$ cat src/rtl/systolic_pkg.sv
// Shared types and helpers for the systolic array sequencer.
// FSM encoding, operand width and cell-to-done-bit mapping.
package systolic_pkg;

    localparam int DW = 8;
    localparam logic [DW-1:0] FP_ZERO = 8'h00;

    typedef enum logic [3:0] {
        S_IDLE,
        S_LOAD,
        S_ISSUE,
        S_GUARD,
        S_WAIT,
        S_RELEASE,
        S_NEXT,
        S_FIN,
        S_ERR
    } state_e;

    function automatic int cell_idx(input int i, input int j, input int n);
        return i * n + j;
    endfunction

endpackage

$ cat src/rtl/systolic_ctrl_if.sv
// Host buffer/control port plus array edge and handshake signals.
// slave = sequencer side, master = host/array side.
interface systolic_ctrl_if #(
    parameter int N     = 4,
    parameter int K_MAX = 16
);
    import systolic_pkg::*;

    localparam int KW = $clog2(K_MAX);

    logic            wr_en;
    logic            wr_sel;
    logic [KW-1:0]   wr_row;
    logic [KW-1:0]   wr_col;
    logic [DW-1:0]   wr_data;
    logic [KW:0]     k_len;
    logic            start;
    logic            busy;
    logic            done;
    logic            error;
    logic            mac_st;
    logic [N*DW-1:0] row_data;
    logic [N*DW-1:0] col_data;
    logic [N*N-1:0]  mac_done;

    modport slave (
        input  wr_en, wr_sel, wr_row, wr_col, wr_data,
        input  k_len, start, mac_done,
        output busy, done, error, mac_st, row_data, col_data
    );

    modport master (
        output wr_en, wr_sel, wr_row, wr_col, wr_data,
        output k_len, start, mac_done,
        input  busy, done, error, mac_st, row_data, col_data
    );

endinterface

$ cat src/rtl/systolic_skew_feed.sv
// Operand buffers A (N x K_MAX) and B (K_MAX x N) with skewed
// edge selection per wave; edge data is registered on load_i.
module systolic_skew_feed
    import systolic_pkg::*;
#(
    parameter int N     = 4,
    parameter int K_MAX = 16,
    parameter int WW    = 5
) (
    input  logic                     clk,
    input  logic                     rst_n,
    input  logic                     wr_en_i,
    input  logic                     wr_sel_i,
    input  logic [$clog2(K_MAX)-1:0] wr_row_i,
    input  logic [$clog2(K_MAX)-1:0] wr_col_i,
    input  logic [DW-1:0]            wr_data_i,
    input  logic                     load_i,
    input  logic [WW-1:0]            wave_i,
    input  logic [$clog2(K_MAX):0]   k_i,
    output logic [N*DW-1:0]          row_data_o,
    output logic [N*DW-1:0]          col_data_o
);

    logic [DW-1:0]   a_q [N][K_MAX];
    logic [DW-1:0]   b_q [K_MAX][N];
    logic [N*DW-1:0] row_d, col_d;
    logic [N*DW-1:0] row_q, col_q;

    // Address decode; indices outside the buffer shape match nothing
    always_ff @(posedge clk) begin
        if (wr_en_i) begin
            for (int i = 0; i < N; i++) begin
                for (int k = 0; k < K_MAX; k++) begin
                    if (!wr_sel_i && int'(wr_row_i) == i && int'(wr_col_i) == k)
                        a_q[i][k] <= wr_data_i;
                    if (wr_sel_i && int'(wr_row_i) == k && int'(wr_col_i) == i)
                        b_q[k][i] <= wr_data_i;
                end
            end
        end
    end

    // Lane i of wave w carries inner index k = w - i when 0 <= k < K
    always_comb begin
        row_d = {N{FP_ZERO}};
        col_d = {N{FP_ZERO}};
        for (int i = 0; i < N; i++) begin
            for (int k = 0; k < K_MAX; k++) begin
                if ((int'(wave_i) - i == k) && (k < int'(k_i))) begin
                    row_d[i*DW +: DW] = a_q[i][k];
                    col_d[i*DW +: DW] = b_q[k][i];
                end
            end
        end
    end

    // Hold edge data from LOAD until the next wave's LOAD
    always_ff @(posedge clk or negedge rst_n) begin
        if (!rst_n) begin
            row_q <= '0;
            col_q <= '0;
        end else if (load_i) begin
            row_q <= row_d;
            col_q <= col_d;
        end
    end

    assign row_data_o = row_q;
    assign col_data_o = col_q;

endmodule

$ cat src/rtl/systolic_ctrl.sv
// Wave sequencer for an N x N FP8 systolic array: skewed edge feed,
// shared stMAC/done 4-phase handshake, done-watchdog and host status.
module systolic_ctrl
    import systolic_pkg::*;
#(
    parameter int N       = 4,
    parameter int K_MAX   = 16,
    parameter int TIMEOUT = 255
) (
    input logic          clk,
    input logic          rst_n,
    systolic_ctrl_if.slave bus
);

    localparam int KW = $clog2(K_MAX);
    localparam int WW = $clog2(K_MAX + 2 * N);
    localparam int TW = $clog2(TIMEOUT + 1);

    typedef logic [KW:0]   klen_t;
    typedef logic [WW-1:0] wave_t;
    typedef logic [TW-1:0] wdog_t;

    state_e state_q, state_d;
    wave_t  wave_q, wave_d;
    klen_t  k_q, k_d, k_clamp;
    wdog_t  wdog_q, wdog_d;
    logic   ph_q, ph_d;
    logic   busy_q, busy_d;
    logic   done_q, done_d;
    logic   err_q, err_d;
    logic   st_q, st_d;
    logic   all_done, last_wave, load, accept;

    // Clamp the requested inner dimension to the buffer depth
    always_comb begin
        k_clamp = (bus.k_len > klen_t'(K_MAX)) ? klen_t'(K_MAX) : bus.k_len;
    end

    // Every cell must report done before a wave can be released
    always_comb begin
        all_done = 1'b1;
        for (int i = 0; i < N; i++)
            for (int j = 0; j < N; j++)
                all_done = all_done & bus.mac_done[cell_idx(i, j, N)];
    end

    assign last_wave = (wave_q + wave_t'(1)) == (wave_t'(k_q) + wave_t'(2 * N - 2));

    // Next-state logic and registered-output decode
    always_comb begin
        state_d = state_q;
        wave_d  = wave_q;
        k_d     = k_q;
        wdog_d  = wdog_q;
        ph_d    = ph_q;
        load    = 1'b0;
        accept  = 1'b0;
        unique case (state_q)
            S_IDLE: begin
                if (bus.start) begin
                    accept  = 1'b1;
                    k_d     = k_clamp;
                    wave_d  = '0;
                    state_d = (k_clamp == '0) ? S_FIN : S_LOAD;
                end
            end
            S_LOAD: begin
                load    = 1'b1;
                state_d = S_ISSUE;
            end
            S_ISSUE: begin
                ph_d    = 1'b0;
                state_d = S_GUARD;
            end
            S_GUARD: begin
                ph_d = ~ph_q;
                if (ph_q) begin
                    wdog_d  = '0;
                    state_d = S_WAIT;
                end
            end
            S_WAIT: begin
                if (all_done)
                    state_d = S_RELEASE;
                else if (wdog_q == wdog_t'(TIMEOUT))
                    state_d = S_ERR;
                else
                    wdog_d = wdog_q + wdog_t'(1);
            end
            S_RELEASE: begin
                ph_d = ~ph_q;
                if (ph_q)
                    state_d = S_NEXT;
            end
            S_NEXT: begin
                if (last_wave) begin
                    state_d = S_FIN;
                end else begin
                    wave_d  = wave_q + wave_t'(1);
                    state_d = S_LOAD;
                end
            end
            S_FIN:   state_d = S_IDLE;
            S_ERR:   state_d = S_IDLE;
            default: state_d = S_IDLE;
        endcase
        st_d   = (state_d == S_GUARD) || (state_d == S_WAIT);
        busy_d = !(state_d inside {S_IDLE, S_FIN, S_ERR});
        done_d = (state_d == S_FIN);
        err_d  = (state_d == S_ERR) || (err_q && !accept);
    end

    // State, counters and status outputs
    always_ff @(posedge clk or negedge rst_n) begin
        if (!rst_n) begin
            state_q <= S_IDLE;
            wave_q  <= '0;
            k_q     <= '0;
            wdog_q  <= '0;
            ph_q    <= 1'b0;
            busy_q  <= 1'b0;
            done_q  <= 1'b0;
            err_q   <= 1'b0;
            st_q    <= 1'b0;
        end else begin
            state_q <= state_d;
            wave_q  <= wave_d;
            k_q     <= k_d;
            wdog_q  <= wdog_d;
            ph_q    <= ph_d;
            busy_q  <= busy_d;
            done_q  <= done_d;
            err_q   <= err_d;
            st_q    <= st_d;
        end
    end

    systolic_skew_feed #(
        .N     (N),
        .K_MAX (K_MAX),
        .WW    (WW)
    ) u_feed (
        .clk        (clk),
        .rst_n      (rst_n),
        .wr_en_i    (bus.wr_en && !busy_q),
        .wr_sel_i   (bus.wr_sel),
        .wr_row_i   (bus.wr_row),
        .wr_col_i   (bus.wr_col),
        .wr_data_i  (bus.wr_data),
        .load_i     (load),
        .wave_i     (wave_q),
        .k_i        (k_q),
        .row_data_o (bus.row_data),
        .col_data_o (bus.col_data)
    );

    assign bus.busy   = busy_q;
    assign bus.done   = done_q;
    assign bus.error  = err_q;
    assign bus.mac_st = st_q;

endmodule

$ cat src/flat_wrapper.sv
// flat-port wrapper written by rule: the top's interface ports become plain ports
module systolic_ctrl_flat import systolic_pkg::*;
#(
    parameter int N       = 4,
    parameter int K_MAX   = 16,
    parameter int TIMEOUT = 255
)
  (clk, rst_n, bus_wr_en, bus_wr_sel, bus_wr_row, bus_wr_col, bus_wr_data, bus_k_len, bus_start, bus_mac_done, bus_busy, bus_done, bus_error, bus_mac_st, bus_row_data, bus_col_data);
  systolic_ctrl_if #(.N(N), .K_MAX(K_MAX)) bus_i ();
  input logic clk;
  input logic rst_n;
  input wire logic [$bits(bus_i.wr_en)-1:0] bus_wr_en;
  input wire logic [$bits(bus_i.wr_sel)-1:0] bus_wr_sel;
  input wire logic [$bits(bus_i.wr_row)-1:0] bus_wr_row;
  input wire logic [$bits(bus_i.wr_col)-1:0] bus_wr_col;
  input wire logic [$bits(bus_i.wr_data)-1:0] bus_wr_data;
  input wire logic [$bits(bus_i.k_len)-1:0] bus_k_len;
  input wire logic [$bits(bus_i.start)-1:0] bus_start;
  input wire logic [$bits(bus_i.mac_done)-1:0] bus_mac_done;
  output wire logic [$bits(bus_i.busy)-1:0] bus_busy;
  output wire logic [$bits(bus_i.done)-1:0] bus_done;
  output wire logic [$bits(bus_i.error)-1:0] bus_error;
  output wire logic [$bits(bus_i.mac_st)-1:0] bus_mac_st;
  output wire logic [$bits(bus_i.row_data)-1:0] bus_row_data;
  output wire logic [$bits(bus_i.col_data)-1:0] bus_col_data;
  assign bus_i.wr_en = bus_wr_en;
  assign bus_i.wr_sel = bus_wr_sel;
  assign bus_i.wr_row = bus_wr_row;
  assign bus_i.wr_col = bus_wr_col;
  assign bus_i.wr_data = bus_wr_data;
  assign bus_i.k_len = bus_k_len;
  assign bus_i.start = bus_start;
  assign bus_i.mac_done = bus_mac_done;
  assign bus_busy = bus_i.busy;
  assign bus_done = bus_i.done;
  assign bus_error = bus_i.error;
  assign bus_mac_st = bus_i.mac_st;
  assign bus_row_data = bus_i.row_data;
  assign bus_col_data = bus_i.col_data;
  systolic_ctrl #(.N(N), .K_MAX(K_MAX), .TIMEOUT(TIMEOUT)) u_core (.clk(clk), .rst_n(rst_n), .bus(bus_i));
endmodule
$ cat config.mk
export PLATFORM = sky130hd
export DESIGN_NAME = systolic_ctrl_flat
export DESIGN_NICKNAME = d
export VERILOG_FILES = /design/src/rtl/systolic_pkg.sv /design/src/rtl/systolic_ctrl_if.sv /design/src/rtl/systolic_skew_feed.sv /design/src/rtl/systolic_ctrl.sv /design/src/flat_wrapper.sv
export SDC_FILE = /design/constraint.sdc
export NUM_CORES = 1
export LEC_CHECK = 0
export ABC_AREA = 0
export CAP_MARGIN = 40
export CORE_MARGIN = 10
export CORE_UTILIZATION = 45
export DETAILED_ROUTE_END_ITERATION = 10
export REMOVE_ABC_BUFFERS = 1
export SLEW_MARGIN = 20
export SYNTH_ARGS = -nofsm -noshare
export SYNTH_HDL_FRONTEND = slang
export SYNTH_HIERARCHICAL = 1
export SYNTH_SLANG_ARGS = --single-unit
$ cat constraint.sdc
create_clock -name clk -period 4.6 [get_ports clk]
set_clock_uncertainty 0.1 [all_clocks]
set_input_delay 1.38 -clock clk [delete_from_list [all_inputs] [get_ports clk]]
set_output_delay 1.38 -clock clk [all_outputs]
set_load 0.01 [all_outputs]
# Word level (Yosys, flattened, before mapping)
# Memories as Yosys holds them, arrays and structs flattened.
# Index checks and enable logic that the tools add are counted.
# totals
elab_cells	1000
regBits	91
in_bits	42
out_inout_bits	68
mem_bits_rw	1024
mem_count	2
# mem_list
memory	depth	width	rd	rd_ports_with_merged_regs	write_ports	line	source
u_core.u_feed.a_q	4	128	4	0	1	systolic_skew_feed.sv:24	logic [DW-1:0] a_q [N][K_MAX];
u_core.u_feed.b_q	16	32	16	0	1	systolic_skew_feed.sv:25	logic [DW-1:0] b_q [K_MAX][N];
# op_classes
n_eq_ne	107
muxes	586
bitwise	16
n_addsub	6
order_cmp	17
reduce_logical	255
# ops
op	n
two-way mux 8 bit	131
two-way mux 32 bit	15
OR reduction 32 bit	15
two-way mux 1 bit	387
two-way mux 128 bit	3
OR reduction 128 bit	3
logical AND 1 bit	214
== test 6 x 5 -> 1 bit, second input constant	24
two-way mux 4 bit	35
zero test 32 bit	4
== test 6 x 4 -> 1 bit, second input constant	12
== test 4 bit, second input constant	17
== test 4 x 3 -> 1 bit, second input constant	13
two-way mux 16 bit	3
== test 5 bit, second input constant	8
less-than comparator 4 x 5 -> 1 bit, first input constant	8
== test 6 x 3 -> 1 bit, second input constant	6
== test 4 x 2 -> 1 bit, second input constant	7
one-hot mux 4 bit (7 select lines)	1
== test 5 x 4 -> 1 bit, second input constant	4
less-than comparator 3 x 5 -> 1 bit, first input constant	4
== test 6 x 2 -> 1 bit, second input constant	3
zero test 4 bit	4
one-hot mux 8 bit (2 select lines)	1
other kinds (31)	65

# Longest topological paths before layout
# Gate-level depths: netlist (run 1).
# depth
word_depth	22
depth_mapped	15
ltp_nobuf	9

# Modules after synthesis
# Netlist (run 1), hierarchy kept.
# by_module_without_submodules
module	instances	seq_area_each_um2	cells_per_inst	area_per_inst_um2
systolic_skew_feed	1	32351.0	2828	43068.8
systolic_ctrl	1	675.6	162	1585.3

# Worst setup path after synthesis (run 1)
# OpenSTA, ideal clock, no wires.
# synth_path
kind	input port to flip-flop
start	in bus_wr_row[1]
end	mem u_core/u_feed/b_q[0][120] (netlist bit), enable pin
stages	9
n_path_buf	2
arrival_time_ns	3.562
t_required_ns	4.130
path_slack_ns	0.567
setup_time_ns	0.370
path_cell_list	clkbuf_1 > nor2b_1 > nand4b_1 > nor2_1 > or3_1 > clkbuf_1 > nor3_2 > nand3_1 > nor2_1
# synth_between
elab_chain_len	22
word_cells_on_any_way	321
cone_classes	eq/ne (15); mux (213); reduce/logical (93)
# synth_lines
item	line	source
start: declaration	flat_wrapper.sv:14	input wire logic [$bits(bus_i.wr_row)-1:0] bus_wr_row;
== test 4 x 2 -> 1 bit	systolic_skew_feed.sv:36	if (wr_sel_i && int'(wr_row_i) == k && int'(wr_col_i) == i)
logical AND 1 bit (2 in a row)	systolic_skew_feed.sv:36	
two-way mux 1 bit	systolic_skew_feed.sv:36	
two-way mux 1 bit	systolic_skew_feed.sv:31	if (wr_en_i) begin
two-way mux 1 bit (implied by the code)	systolic_skew_feed.sv:37	b_q[k][i] <= wr_data_i;
OR reduction 32 bit (no source line)	--	
two-way mux 4 bit (no source line) (15 in a row)	--	
end: declaration	systolic_skew_feed.sv:25	
# Several ways; a longest one is shown, not always the timed one.

# Worst setup path in the final report (run 1)
# layout_path
start	reg u_core.wave_q[1]
end	reg u_core.u_feed.col_q[22], in the netlist u_core/u_feed/col_data_o[22]
# layout_between
elab_chain_len	19
word_cells_on_any_way	49
cone_classes	add/sub (1); eq/ne (15); mux (16); reduce/logical (17)
# layout_lines
item	line	source
start: declaration	systolic_ctrl.sv:24	wave_t wave_q, wave_d;
start signal: assignment	systolic_ctrl.sv:127	wave_q <= wave_d;
subtractor 5 x 2 -> 6 bit *	systolic_skew_feed.sv:49	if ((int'(wave_i) - i == k) && (k < int'(k_i))) begin
zero test 32 bit	systolic_skew_feed.sv:49	
logical AND 1 bit	systolic_skew_feed.sv:49	
two-way mux 8 bit (15 in a row)	systolic_skew_feed.sv:49	
two-way mux 8 bit *	systolic_skew_feed.sv:49	
end signal: assignment	systolic_skew_feed.sv:64	col_q <= col_d;
end: declaration	systolic_skew_feed.sv:27	logic [N*DW-1:0] row_q, col_q;
# Mark *: on every way between the ends. The rest lies on a longest branch, timed or not.
# A chain may end at the register's enable or synchronous reset.

==> flow_summary.ini, run 1 <==
[pwr]
intPower_mw = 18.9
p_clk_share_pct = 33.7
power.share.switching_pct = 29.9
total_power_mw = 27.0
p_leak_nw = 16.8
seqPwrFrac_pct = 43.8
powerDensity_mw_per_mm2 = 510
p_comb_share_pct = 22.5
ir_drop_mv = 0.339
p_sw_mw = 8.08

[worst_setup_path]
crit_arrival_ps = 4440
crit_path_max_fanout = 14
worstPathRequired_ps = 5070
endpoint_kind = flip-flop
critPathKind = flip-flop to flip-flop
start_kind = flip-flop

[synth]
synth-async-reset-ratio_pct = 8.16
synthMostInstantiatedCell = edfxtp_1
ys_seq_area_share_pct = 74.0
yosysTopAreaCell = edfxtp_1
ys_top_cells_by_count = edfxtp_1, nor2_1, nand2_1
ys_ff_latch = 1115
synth_edf_count = 1024
synthCells = 2990
synthesis.area_mm2 = 0.0447
synth_cell_types = 96
netlist.area_leader.share_pct = 68.9
avgSynthCellArea_um2 = 14.9
synth_ff_type = edfxtp_1
synth_area_leaders = edfxtp_1, dfrtp_1, nor2_1
yosys_warnings = 6

[cts]
htreeDepth = 3
cts_buffer_depth = 3
hold_buffers = 0
cts_resized = 0
clock_latency_ps = 710
cts-root-buf = clkbuf_16
cts_buffers = 111
post_cts_buffers = 0
clkSinkCount = 1115
cts_tree = done
clkSlewWorstSetupHoldPaths_ps = 60

[sta]
fmax_ghz = 0.252
rsz0062_at_grt = no
period_minus_slack_ps = 3970
finalWorstSetupSlack_ps = 635
slew_viol_final = 0
setup_violations = 0
fin_tns_setup_ps = 0
relSlewSlack_pct = 40.0
finalHoldViolations = 0
worst_pin_slew_ps = 900
fin_crit_sh_pct = 86.2

[floorplanning]
die_x_um = 335
floorplan.initialDensity_pct = 45.4
core_mm2 = 0.0984
die_area_mm2 = 0.112
rows = 115
ios = 110
die_y_um = 335

[drt]
routed_wirelength_um = 146000
avgViaCountPerCell = 6.38
first_pass_iters = 6
vias = 30300
post_drt_wl_per_cell_um = 30.7
drtIter0Drc = 4276
route.detailed.drc = 0
postRouteAntennaNets = 0

[run_status]
status = finished clean

[final_layout]
drive_gt1_share_pct = 16.9
syn_to_final_growth_pct = 18.5
fin_nets = 3409
seq_area_mm2 = 0.0330
fin_cells = 4749
multi_input_area_mm2 = 0.0108
fillerInstances = 7926

[job]
cap_violations = 0

[place]
pre_cts_ws_ps = 257
numPortBuffers = 109
globalplace.congestion = 0.963
dpl.hpwl_um = 102000
dp_cells = 4528

[grt]
grt_pass1_wl_um = 209000
antenna_found_initial = 8
grt.overflow.total = 0
grt_use_total_pct = 25.5
grt_pass1_vias = 29400
grt_max_degree = 60

[hold_path]
hp-class = flip-flop to flip-flop
-- flip-flops by register name, indices dropped and copies added (netlist names) --
register and count:
u_core/k_q 5, u_core/wdog_q 8, u_core/u_feed/row_data_o 32, u_core/u_feed/b_q 512, u_core/wave_q 5, u_core/bus.error 1, u_core/state_q 4, u_core/bus.busy 1
u_core/ph_q 1, u_core/u_feed/a_q 512, u_core/bus.done 1, u_core/bus.mac_st 1, u_core/u_feed/col_data_o 32
-- final cells by class --
class | instances | area share [%]
clock inverter | 63 | 1.20
timing repair buffer | 432 | 6.97
antenna | 6 | 0.0284
multi-input combinational | 1675 | 20.4
clock buffer | 145 | 5.78
tap | 1287 | 3.04
inverter | 26 | 0.184
sequential | 1115 | 62.4
-- metrics by stage --
| step | hold WS [ps] | area (µm²) | utilization [%] |
|---|---|---|---|
| after floorplan | 396 | 43900 | - |
| after global placement | 366 | 49000 | 49.8 |
| after detailed placement | 376 | 49100 | 49.9 |
| after CTS | 389 | 52800 | 53.7 |
| after global routing | 402 | 52900 | 53.8 |
| final | 383 | 52900 | 53.8 |
-- critical path, stage by stage, from the launching register on --
cell and delay, ps:
dfrtp_1 380, inv_1 210, ha_1 610, nand2b_1 300, o32ai_2 680, and3_1 660, buf_4 270, a221o_1 180
a21oi_1 110, o31ai_1 330
-- power groups by stage --
| stage | Combinational (mW) | Sequential, mW | Clock, mW |
|---|---|---|---|
| floorplan | 2.99 | 12.1 | 0 |
| global placement | 5.77 | 12.1 | 0 |
| detailed placement | 5.89 | 12.1 | 0 |
| CTS | 5.93 | 11.9 | 9.20 |
| global route | 6.41 | 11.9 | 9.63 |
| finish | 6.06 | 11.8 | 9.09 |
-- layer usage --
metal,track usage [%],wire (µm)
met1,35.4,58300
met2,39.1,65800
met3,4.99,15700
met4,10.3,5750
met5,0,27
-- worst paths after layout --
| path | startpoint | endpoint | slack (ps) | depth (start not counted) |
|---|---|---|---|---|
| min | u_core/bus.error | u_core/bus.error | 380 | 1 |
| max | u_core/wave_q[1] | u_core/u_feed/col_data_o[22] | 630 | 9 |
| max reg2reg | u_core/wave_q[1] | u_core/u_feed/col_data_o[22] | 630 | 9 |
| min in group asynchronous | rst_n | u_core/u_feed/row_data_o[1] | 620 | 1 |
| max in group asynchronous | rst_n | u_core/u_feed/row_data_o[26] | 2930 | 2 |
| min reg2reg | u_core/bus.error | u_core/bus.error | 380 | 1 |
-- placed cells by master (no fill, tap or decap), types with 12 or more instances in the layout --
cell and count:
o221ai_1 55, nor2_1 280, o21ai_1 28, a22o_1 34, nand3_1 106, o22a_1 15, a222oi_1 37, o21a_1 14
nor3_1 50, edfxtp_1 1024, a21oi_1 97, a211oi_1 49, and3_1 17, a221oi_1 68, inv_1 24, a21o_1 21
clkinv_2 30, and2_1 41, buf_4 303, clkbuf_1 21, nor2b_1 26, dfrtp_1 91, nor4_1 13, nand4_1 36
clkbuf_16 113, clkdlybuf4s50_1 100, a22oi_1 112, o21ai_0 64, o211ai_1 20, o22ai_1 81, nand2_1 120, nand2b_1 24
a221o_1 18, or3_1 45, a31oi_1 12
-- logic make-up after synthesis --
family	count (synthesis)	synth area share, %
DFF	1115	74.0
and+or+nand+nor	836	9.62
AOI/OAI and AO/OA	813	13.8
buffers and inverters	200	1.98
xor gates and xnor gates	15	0.325
adders and majority gates	6	0.168
muxes	5	0.118
Note: power is estimated with default switching activity, not from simulation.
==> run 2: changes to the inputs <==
==> constraint.sdc (replaced) <==
create_clock -name clk -period 4.6 [get_ports clk]
set_clock_uncertainty 0.1 [all_clocks]
set_input_delay 1.38 -clock clk [delete_from_list [all_inputs] [get_ports clk]]
set_output_delay 1.38 -clock clk [all_outputs]
set_load 0.1 [all_outputs]
==> run 2 against run 1 <==
  * Final area rose by 2.7%
  * Flip-flop and latch count is the same
  * Critical endpoint is now u_core/u_feed/row_data_o[5]
  * Via count grew 0.33%
  * Sequential share of layout area fell by 1.7 points
  * Global-route usage about the same
  * Worst setup slack worse by 1.5 ps
  * Critical path depth did not move
  * Combinational power is 52% higher
  * Core utilization up 1.5 points
==> flow_summary.ini, run 2 (synthesis gave the netlist of run 1 again) <==
[drt]
postRouteAntennaNets = 0
vias = 30400
drtIter0Drc = 4045
route.detailed.drc = 0
first_pass_iters = 6
post_drt_wl_per_cell_um = 30.4
avgViaCountPerCell = 6.32
routed_wirelength_um = 146000

[cts]
clkSinkCount = 1115
hold_buffers = 0
cts_buffer_depth = 3
htreeDepth = 3
cts-root-buf = clkbuf_16
cts_resized = 0
clkSlewWorstSetupHoldPaths_ps = 60
post_cts_buffers = 0
cts_buffers = 111
clock_latency_ps = 700
cts_tree = done

[pwr]
total_power_mw = 30.5
powerDensity_mw_per_mm2 = 561
p_leak_nw = 17.5
ir_drop_mv = 0.390

[hold_path]
hp-class = flip-flop to flip-flop

[worst_setup_path]
critPathKind = flip-flop to flip-flop
crit_arrival_ps = 4420
crit_path_max_fanout = 19
endpoint_kind = flip-flop
start_kind = flip-flop
worstPathRequired_ps = 5050

[place]
pre_cts_ws_ps = 277
dpl.hpwl_um = 102000
numPortBuffers = 109
placed_area_mm2 = 0.0505
globalplace.congestion = 0.963

[sta]
finalWorstSetupSlack_ps = 633
worst_hold_slack_ps = 382
relSlewSlack_pct = 36.7
worst_pin_slew_ps = 945
slew_viol_final = 0
rsz0062_at_grt = no
setup_violations = 0
fmax_ghz = 0.252
finalHoldViolations = 0
period_minus_slack_ps = 3970
fin_crit_sh_pct = 86.2

[floorplanning]
die_x_um = 335
die_y_um = 335
floorplan.initialDensity_pct = 45.4
die_area_mm2 = 0.112
rows = 115
ios = 110
core_mm2 = 0.0984

[grt]
grt.overflow.total = 0
grt_use_total_pct = 25.4
grt_pass1_vias = 29700
grt_pass1_wl_um = 209000
antenna_found_initial = 9
grt_max_degree = 60

[run_status]
status = finished clean

[final_layout]
fillerInstances = 7823
fin_nets = 3474
final_core_util_pct = 55.3
final_cell_mix = edfxtp_1, buf_4, nor2_1
n_antenna_cell = 0
stdcell_area_mm2 = 0.0544
syn_to_final_growth_pct = 21.8
final_common_cell = edfxtp_1
seq_area_mm2 = 0.0330
multi_input_area_mm2 = 0.0108
reg_top3 = u_core/u_feed/a_q x512, u_core/u_feed/b_q x512
drive_gt1_share_pct = 18.3

[job]
cap_violations = 0
run 2: changes by cell type in the layout (fill, tap and decap cells not counted), moves of 2 or more:
cell	previous run	this run
bufinv_16	10	17
clkbuf_1	21	26
buf_8	4	44
buf_16	2	29
clkinv_4	3	5
inv_6	2	4
diode_2	6	0
clkinvlp_4	2	5
inv_16	2	0
clkinv_2	30	15
clkbuf_8	11	13
run 2: layer usage:
metal | vias to the layer above | global-route usage (%) | wire length [µm]
li1 | 13000 | - | -
met1 | 15300 | 34.9 | 58800
met2 | 1790 | 39.2 | 65900
met3 | 299 | 5.48 | 15300
met4 | 6 | 10.3 | 5960
met5 | - | 0 | 34
run 2: worst max-delay path, cell delays in order, from the launching register on:
cell and delay, ps:
dfrtp_1 880, buf_4 280, nand2b_1 450, nor3_1 180, o21ai_1 350, buf_4 360
nand3_1 450, a21o_1 300, o221ai_1 300, a21oi_1 140
run 2: final cells by class:
class / count / area share [%]
Sequential cell: 1115 / 60.7
Multi-Input combinational cell: 1675 / 19.9
Timing Repair Buffer: 497 / 9.21
Clock buffer: 151 / 5.66
Tap cell: 1287 / 2.96
Clock inverter: 59 / 1.40
Inverter: 26 / 0.179
run 2: per-stage QoR:
stage	TNS, ps	cells
floorplan	-467030	2816
global placement	0	4519
detailed placement	0	4596
CTS	0	4806
global route	0	4810
finish	0	4810
run 2: worst paths after layout:
check	startpoint	to	slack [ps]	depth (start not counted)
max	u_core/wave_q[4]	u_core/u_feed/row_data_o[5]	630	9
min	u_core/bus.error	u_core/bus.error	380	1
max reg2reg	u_core/wave_q[4]	u_core/u_feed/row_data_o[5]	630	9
min reg2reg	u_core/bus.error	u_core/bus.error	380	1
max in group asynchronous	rst_n	u_core/u_feed/col_data_o[24]	2910	2
min in group asynchronous	rst_n	u_core/u_feed/row_data_o[1]	630	1
run 2: report_power, final:
part           total, mW  internal [mW]  switching (mW)
Sequential          11.8           11.4           0.442
Combinational       9.24           3.28            5.96
Clock               9.47           5.64            3.82
Total               30.5           20.3            10.2
